$ cat config.mk
export PLATFORM = sky130hd
export DESIGN_NAME = axis_uart_rx
export DESIGN_NICKNAME = d
export VERILOG_FILES = /design/src/rtl/axis_uart_rx.sv
export SDC_FILE = /design/constraint.sdc
export NUM_CORES = 1
export LEC_CHECK = 0
export CORE_UTILIZATION = 65
export CTS_CLUSTER_DIAMETER = 120
export DETAILED_ROUTE_END_ITERATION = 6
export DONT_BUFFER_PORTS = 1
export GPL_ROUTABILITY_DRIVEN = 0
export HOLD_SLACK_MARGIN = 0.06
export PLACE_DENSITY = 0.79
export RECOVER_POWER = 50
export SYNTH_ARGS = -nofsm -noshare
export SYNTH_HDL_FRONTEND = slang
export SYNTH_SLANG_ARGS = --single-unit
$ cat constraint.sdc
create_clock -name clk_i -period 4.74 [get_ports clk_i]
set_input_delay 0.711 -clock clk_i [delete_from_list [all_inputs] [get_ports clk_i]]
set_output_delay 0.711 -clock clk_i [all_outputs]
set_load 0.005 [all_outputs]
$ cat src/rtl/axis_uart_rx.sv
// rtl/axis_uart_rx.sv - UART receive engine with AXI-Stream byte output; optional UART_RX_GLITCH_FILTER_EN majority filter
module axis_uart_rx #(
  parameter int DATA_WIDTH    = 8,
  parameter int DIVIDER_WIDTH = 32
) (
  input  logic                     clk_i,
  input  logic                     arstn_i,
  input  logic [DIVIDER_WIDTH-1:0] clk_divider_i,
  input  logic                     parity_odd_i,
  input  logic                     parity_even_i,
  input  logic                     uart_rx_i,
  output logic [DATA_WIDTH-1:0]    m_axis_tdata_o,
  output logic                     m_axis_tvalid_o,
  input  logic                     m_axis_tready_i,
  output logic                     parity_err_o,
  output logic                     frame_err_o,
  output logic                     overrun_o
);

  localparam int IDX_W = (DATA_WIDTH > 1) ? $clog2(DATA_WIDTH) : 1;

  typedef enum logic [2:0] {
    IDLE   = 3'd0,
    START  = 3'd1,
    DATA   = 3'd2,
    PARITY = 3'd3,
    STOP   = 3'd4,
    WAIT   = 3'd5
  } uart_state_e;

  // Expected parity bit; odd parity wins when both enables are set.
  function automatic logic parity_bit(input logic [DATA_WIDTH-1:0] d,
                                      input logic odd, input logic even);
    if (odd)       return ~^d;
    else if (even) return ^d;
    else           return 1'b0;
  endfunction

  logic sync1, sync2, rx_s, rx_prev, fall;

  // Two-flop synchronizer, preset to the idle level.
  always_ff @(posedge clk_i or negedge arstn_i) begin
    if (!arstn_i) begin
      sync1 <= 1'b1;
      sync2 <= 1'b1;
    end else begin
      sync1 <= uart_rx_i;
      sync2 <= sync1;
    end
  end

`ifdef UART_RX_GLITCH_FILTER_EN
  logic [1:0] hist;
  // Registered 3-sample majority vote so single-cycle glitches never reach the FSM.
  always_ff @(posedge clk_i or negedge arstn_i) begin
    if (!arstn_i) begin
      hist <= 2'b11;
      rx_s <= 1'b1;
    end else begin
      hist <= {hist[0], sync2};
      rx_s <= (sync2 & hist[0]) | (sync2 & hist[1]) | (hist[0] & hist[1]);
    end
  end
`else
  assign rx_s = sync2;
`endif

  // Previous line level for falling-edge detection.
  always_ff @(posedge clk_i or negedge arstn_i) begin
    if (!arstn_i) rx_prev <= 1'b1;
    else          rx_prev <= rx_s;
  end

  assign fall = rx_prev & ~rx_s;

  uart_state_e               state_q, state_d;
  logic [DIVIDER_WIDTH-1:0]  cnt_q, cnt_d, div_q, div_d, div_in, div_last, half_last;
  logic [IDX_W-1:0]          idx_q, idx_d;
  logic [DATA_WIDTH-1:0]     data_q, data_d;
  logic                      perr_q, perr_d, ferr_q, ferr_d, pend_q, pend_d, commit;

  assign div_in    = (clk_divider_i < DIVIDER_WIDTH'(4)) ? DIVIDER_WIDTH'(4) : clk_divider_i;
  assign div_last  = div_q - DIVIDER_WIDTH'(1);
  assign half_last = (div_q >> 1) - DIVIDER_WIDTH'(1);

  // FSM state and frame datapath registers.
  always_ff @(posedge clk_i or negedge arstn_i) begin
    if (!arstn_i) begin
      state_q <= IDLE;
      cnt_q   <= '0;
      div_q   <= DIVIDER_WIDTH'(4);
      idx_q   <= '0;
      data_q  <= '0;
      perr_q  <= 1'b0;
      ferr_q  <= 1'b0;
      pend_q  <= 1'b0;
    end else begin
      state_q <= state_d;
      cnt_q   <= cnt_d;
      div_q   <= div_d;
      idx_q   <= idx_d;
      data_q  <= data_d;
      perr_q  <= perr_d;
      ferr_q  <= ferr_d;
      pend_q  <= pend_d;
    end
  end

  // Next-state logic: bit timing, sampling and error capture.
  always_comb begin
    state_d = state_q;
    cnt_d   = cnt_q;
    div_d   = div_q;
    idx_d   = idx_q;
    data_d  = data_q;
    perr_d  = perr_q;
    ferr_d  = ferr_q;
    pend_d  = pend_q;
    commit  = 1'b0;
    case (state_q)
      IDLE: begin
        pend_d = 1'b0;
        if (fall || pend_q) begin
          state_d = START;
          cnt_d   = '0;
          div_d   = div_in;
          perr_d  = 1'b0;
          ferr_d  = 1'b0;
        end
      end
      START: begin
        if (cnt_q == half_last) begin
          cnt_d   = '0;
          idx_d   = '0;
          state_d = rx_s ? IDLE : DATA;
        end else begin
          cnt_d = cnt_q + DIVIDER_WIDTH'(1);
        end
      end
      DATA: begin
        if (cnt_q == div_last) begin
          cnt_d         = '0;
          data_d[idx_q] = rx_s;
          if (idx_q == IDX_W'(DATA_WIDTH - 1))
            state_d = (parity_odd_i || parity_even_i) ? PARITY : STOP;
          else
            idx_d = idx_q + IDX_W'(1);
        end else begin
          cnt_d = cnt_q + DIVIDER_WIDTH'(1);
        end
      end
      PARITY: begin
        if (cnt_q == div_last) begin
          cnt_d   = '0;
          state_d = STOP;
          if (rx_s != parity_bit(data_q, parity_odd_i, parity_even_i))
            perr_d = 1'b1;
        end else begin
          cnt_d = cnt_q + DIVIDER_WIDTH'(1);
        end
      end
      STOP: begin
        if (cnt_q == div_last) begin
          cnt_d   = '0;
          state_d = WAIT;
          if (!rx_s) ferr_d = 1'b1;
        end else begin
          cnt_d = cnt_q + DIVIDER_WIDTH'(1);
        end
      end
      WAIT: begin
        commit  = 1'b1;
        state_d = IDLE;
        // An edge seen here would be lost by rx_prev; remember it for IDLE.
        if (fall) pend_d = 1'b1;
      end
      default: state_d = IDLE;
    endcase
  end

  // Output slot: load on commit when free, otherwise drop and flag overrun.
  always_ff @(posedge clk_i or negedge arstn_i) begin
    if (!arstn_i) begin
      m_axis_tdata_o  <= '0;
      m_axis_tvalid_o <= 1'b0;
      parity_err_o    <= 1'b0;
      frame_err_o     <= 1'b0;
      overrun_o       <= 1'b0;
    end else begin
      parity_err_o <= 1'b0;
      frame_err_o  <= 1'b0;
      overrun_o    <= 1'b0;
      if (m_axis_tvalid_o && m_axis_tready_i) m_axis_tvalid_o <= 1'b0;
      if (commit) begin
        parity_err_o <= perr_q;
        frame_err_o  <= ferr_q;
        if (!m_axis_tvalid_o || m_axis_tready_i) begin
          m_axis_tdata_o  <= data_q;
          m_axis_tvalid_o <= 1'b1;
        end else begin
          overrun_o <= 1'b1;
        end
      end
    end
  end

endmodule

==> results.py <==
metrics = {
    "status": {
        "outcome": "complete, but fails checks",
        "violations": "max-capacitance violations, max-slew violations",
    },
    "power": {
        "p_total_mw": 2.95,
        "p_per_area_nw_per_um2": 428,
        "peakVddDrop_v": 0.000321,
        "p_leak_nw": 2.81,
    },
    "clock_tree": {
        "cts_resized": 0,
        "clock_path_buffers": 2,
        "clock-sinks": 96,
        "cts_setup_buffers": 0,
        "cts-root-buf": "clkbuf_8",
        "clock_latency_ps": 400,
        "clk_pin_slew_ps": 100,
        "cts_tree": "built",
        "htreeDepth": 3,
        "hold_buffers": 1,
        "cts_inserted_buffers": 9,
    },
    "floorplanning": {
        "start_util": 0.681,
        "fp-row-count": 36,
        "io_pins": 50,
        "die_x_um": 104,
        "core_area_sq_um": 9910,
        "die_area_sq_um": 10800,
        "die_h_um": 104,
    },
    "sta": {
        "period_needed_ps": 4270,
        "setup_violations": 0,
        "hold_slack_ps": 137,
        "fin_skew_ps": 13.8,
        "worst_slack_ps": 466,
        "hold_violations": 0,
        "maxSlewViolCount": 93,
        "tightestPinTransition_ps": 2250,
        "timing.slew.headroom": -0.502,
        "fmax_ghz": 0.234,
        "rsz0062_at_grt": "false",
        "fin_crit_sh": 0.902,
        "tns_ps": 0,
    },
    "routing": {
        "detail-route-antenna-nets": 0,
        "vias": 6035,
        "drc_errors": 0,
        "wl_per_cell_um": 18.5,
        "finalWirelength_um": 16900,
        "viasPerCell": 6.61,
        "dr.pass1.iters": 5,
        "drt_iter0_drc": 580,
    },
    "layout": {
        "final_area_sq_um": 6880,
        "diodes": 0,
        "drive_gt1_frac": 0.0692,
        "fin_cells": 913,
        "fillers": 781,
        "area_growth_pct": 1.91,
        "regArea_sq_um": 2410,
        "finish.net_count": 818,
        "utilization": 0.694,
        "multi_input_area_sq_um": 3990,
    },
    "setup_path": {
        "crit_path_end_kind": "flop",
        "r2r_start": "div_q[1]",
        "critPathCapture": "data_q[6]",
        "cp_max_fo": 13,
        "crit_start": "div_q[1]",
        "required_ps": 5030,
        "startpoint_type": "flop",
        "r2r_slack_ps": 470,
        "r2r_cells": 11,
        "reg2reg_to": "data_q[6]",
        "criticalPathCategory": "flop to flop",
        "crit_arrival_ps": 4570,
    },
    "synthesis": {
        "synth_cells": 826,
        "yosys_warnings": 0,
        "syn_area_sq_um": 6750,
        "syn_nets": 869,
        "ys_seq_elements": 96,
        "ys.flop_type": "dfrtp_1",
        "synth_area_per_cell_sq_um": 8.17,
        "synth_edf_count": 0,
        "ys_types": 69,
        "ys_seq_area_frac": 0.357,
        "async_reset_ff_frac": 1.00,
    },
    "place": {
        "hpwl_um": 12300,
        "port-buffer-count": 0,
        "place_area_sq_um": 6690,
        "dp_slack_ps": 563,
        "dpl.cell_count": 896,
    },
    "global_route": {
        "globalRouteOverflowTotal": 0,
        "grt_pass1_vias": 5522,
        "grt_max_degree": 93,
        "antenna_found_initial": 0,
        "grt_pass1_wl_um": 27000,
        "gr-usage-all-layers": 0.318,
    },
    "job": {
        "cap_violations": 1,
    },
    "min_path": {
        "hold_path_class": "input port to async pin",
    },
}
==> per-layer routing <==
layer | GRT usage | wire length (um)
met5 | 0 | 0
met1 | 0.451 | 7250
met3 | 0.0627 | 1710
met2 | 0.456 | 7200
met4 | 0.172 | 735
==> sequential cells by signal (all words and copies together) (netlist names), 3 cells and up <==
name,flops
state_q,3
cnt_q,32
div_q,32
idx_q,3
m_axis_tdata_o,8
data_q,8
==> critical path, stage by stage, from the launching register on <==
cell and delay (ps):
dfrtp_1 450, inv_1 160, ha_1 280, nor3b_2 330, nand3_1 330, or4_1 590
a22oi_1 160, or4b_4 490, nor4_4 480, and2b_2 390, nand4b_1 170, mux2_4 330
==> cells in the final DEF, fill, tap and decap left out, types with 12 or more instances in the layout <==
cell / synthesis / layout
nand2_1: 145 / 145
dfrtp_1: 92 / 92
xnor2_1: 58 / 58
nor2_1: 57 / 56
nand3_1: 39 / 39
xor2_1: 35 / 35
o21ai_0: 34 / 34
a21oi_1: 30 / 30
inv_1: 24 / 24
nor3_1: 23 / 23
nor4_1: 21 / 21
nand4_1: 16 / 16
a31oi_1: 12 / 12
==> kinds of logic after synthesis <==
family                     share of synthesized area
buffers and inverters                         0.0529
muxes                                         0.0332
DFF                                            0.357
and+or+nand+nor                                0.295
xor gates and xnor gates                       0.121
AOI/OAI and AO/OA                              0.132
adders and majority gates                    0.00927
==> worst min path at each step <==
| stage | endpoint | slack, ps | depth (start not counted) |
|---|---|---|---|
| 4_1_cts | div_q[2] | 120 | 0 |
| 3_3_place_gp | rx_s | 350 | 0 |
| 5_1_grt | sync1 | 130 | 0 |
| 3_5_place_dp | rx_s | 350 | 0 |
| 2_1_floorplan | rx_s | 350 | 0 |
| 6_report | div_q[2] | 140 | 0 |
==> cell usage after synthesis (6+ instances only) <==
| cell type | n | share of area |
|---|---|---|
| a21oi_1 | 30 | 0.022 |
| nand3_1 | 39 | 0.029 |
| and3_1 | 7 | 0.0065 |
| clkbuf_1 | 58 | 0.032 |
| and4_1 | 6 | 0.0078 |
| nand2_1 | 145 | 0.081 |
| dfrtp_1 | 92 | 0.34 |
| xor2_1 | 35 | 0.045 |
| nor2_1 | 57 | 0.032 |
| nand4_1 | 16 | 0.015 |
| nor2b_1 | 8 | 0.0074 |
| xnor2_1 | 58 | 0.075 |
| nand2b_1 | 8 | 0.0074 |
| a31oi_1 | 12 | 0.011 |
| mux2_2 | 11 | 0.018 |
| nor4_1 | 21 | 0.019 |
| o21ai_0 | 34 | 0.025 |
| inv_1 | 24 | 0.013 |
| or3_1 | 7 | 0.0065 |
| or4_1 | 11 | 0.012 |
| nor3_1 | 23 | 0.017 |
| buf_2 | 6 | 0.0045 |
==> report_power, final <==
| group | leakage [nW] | switching (mW) | internal [mW] |
|---|---|---|---|
| Combinational | 1.48 | 0.589 | 0.469 |
| Sequential | 1.25 | 0.413 | 0.961 |
| Clock | 0.0884 | 0.316 | 0.199 |
| Total | 2.81 | 1.32 | 1.63 |
==> area by class of cell <==
cell class	instances	share of cell area
repair buffers	5	0.00510
multi-input cells	639	0.581
well taps	133	0.0242
clock buffers	9	0.0180
inverters	24	0.0131
clock inverters	7	0.00892
flip-flops and latches	96	0.350
Note: power is estimated with default switching activity, not from simulation.
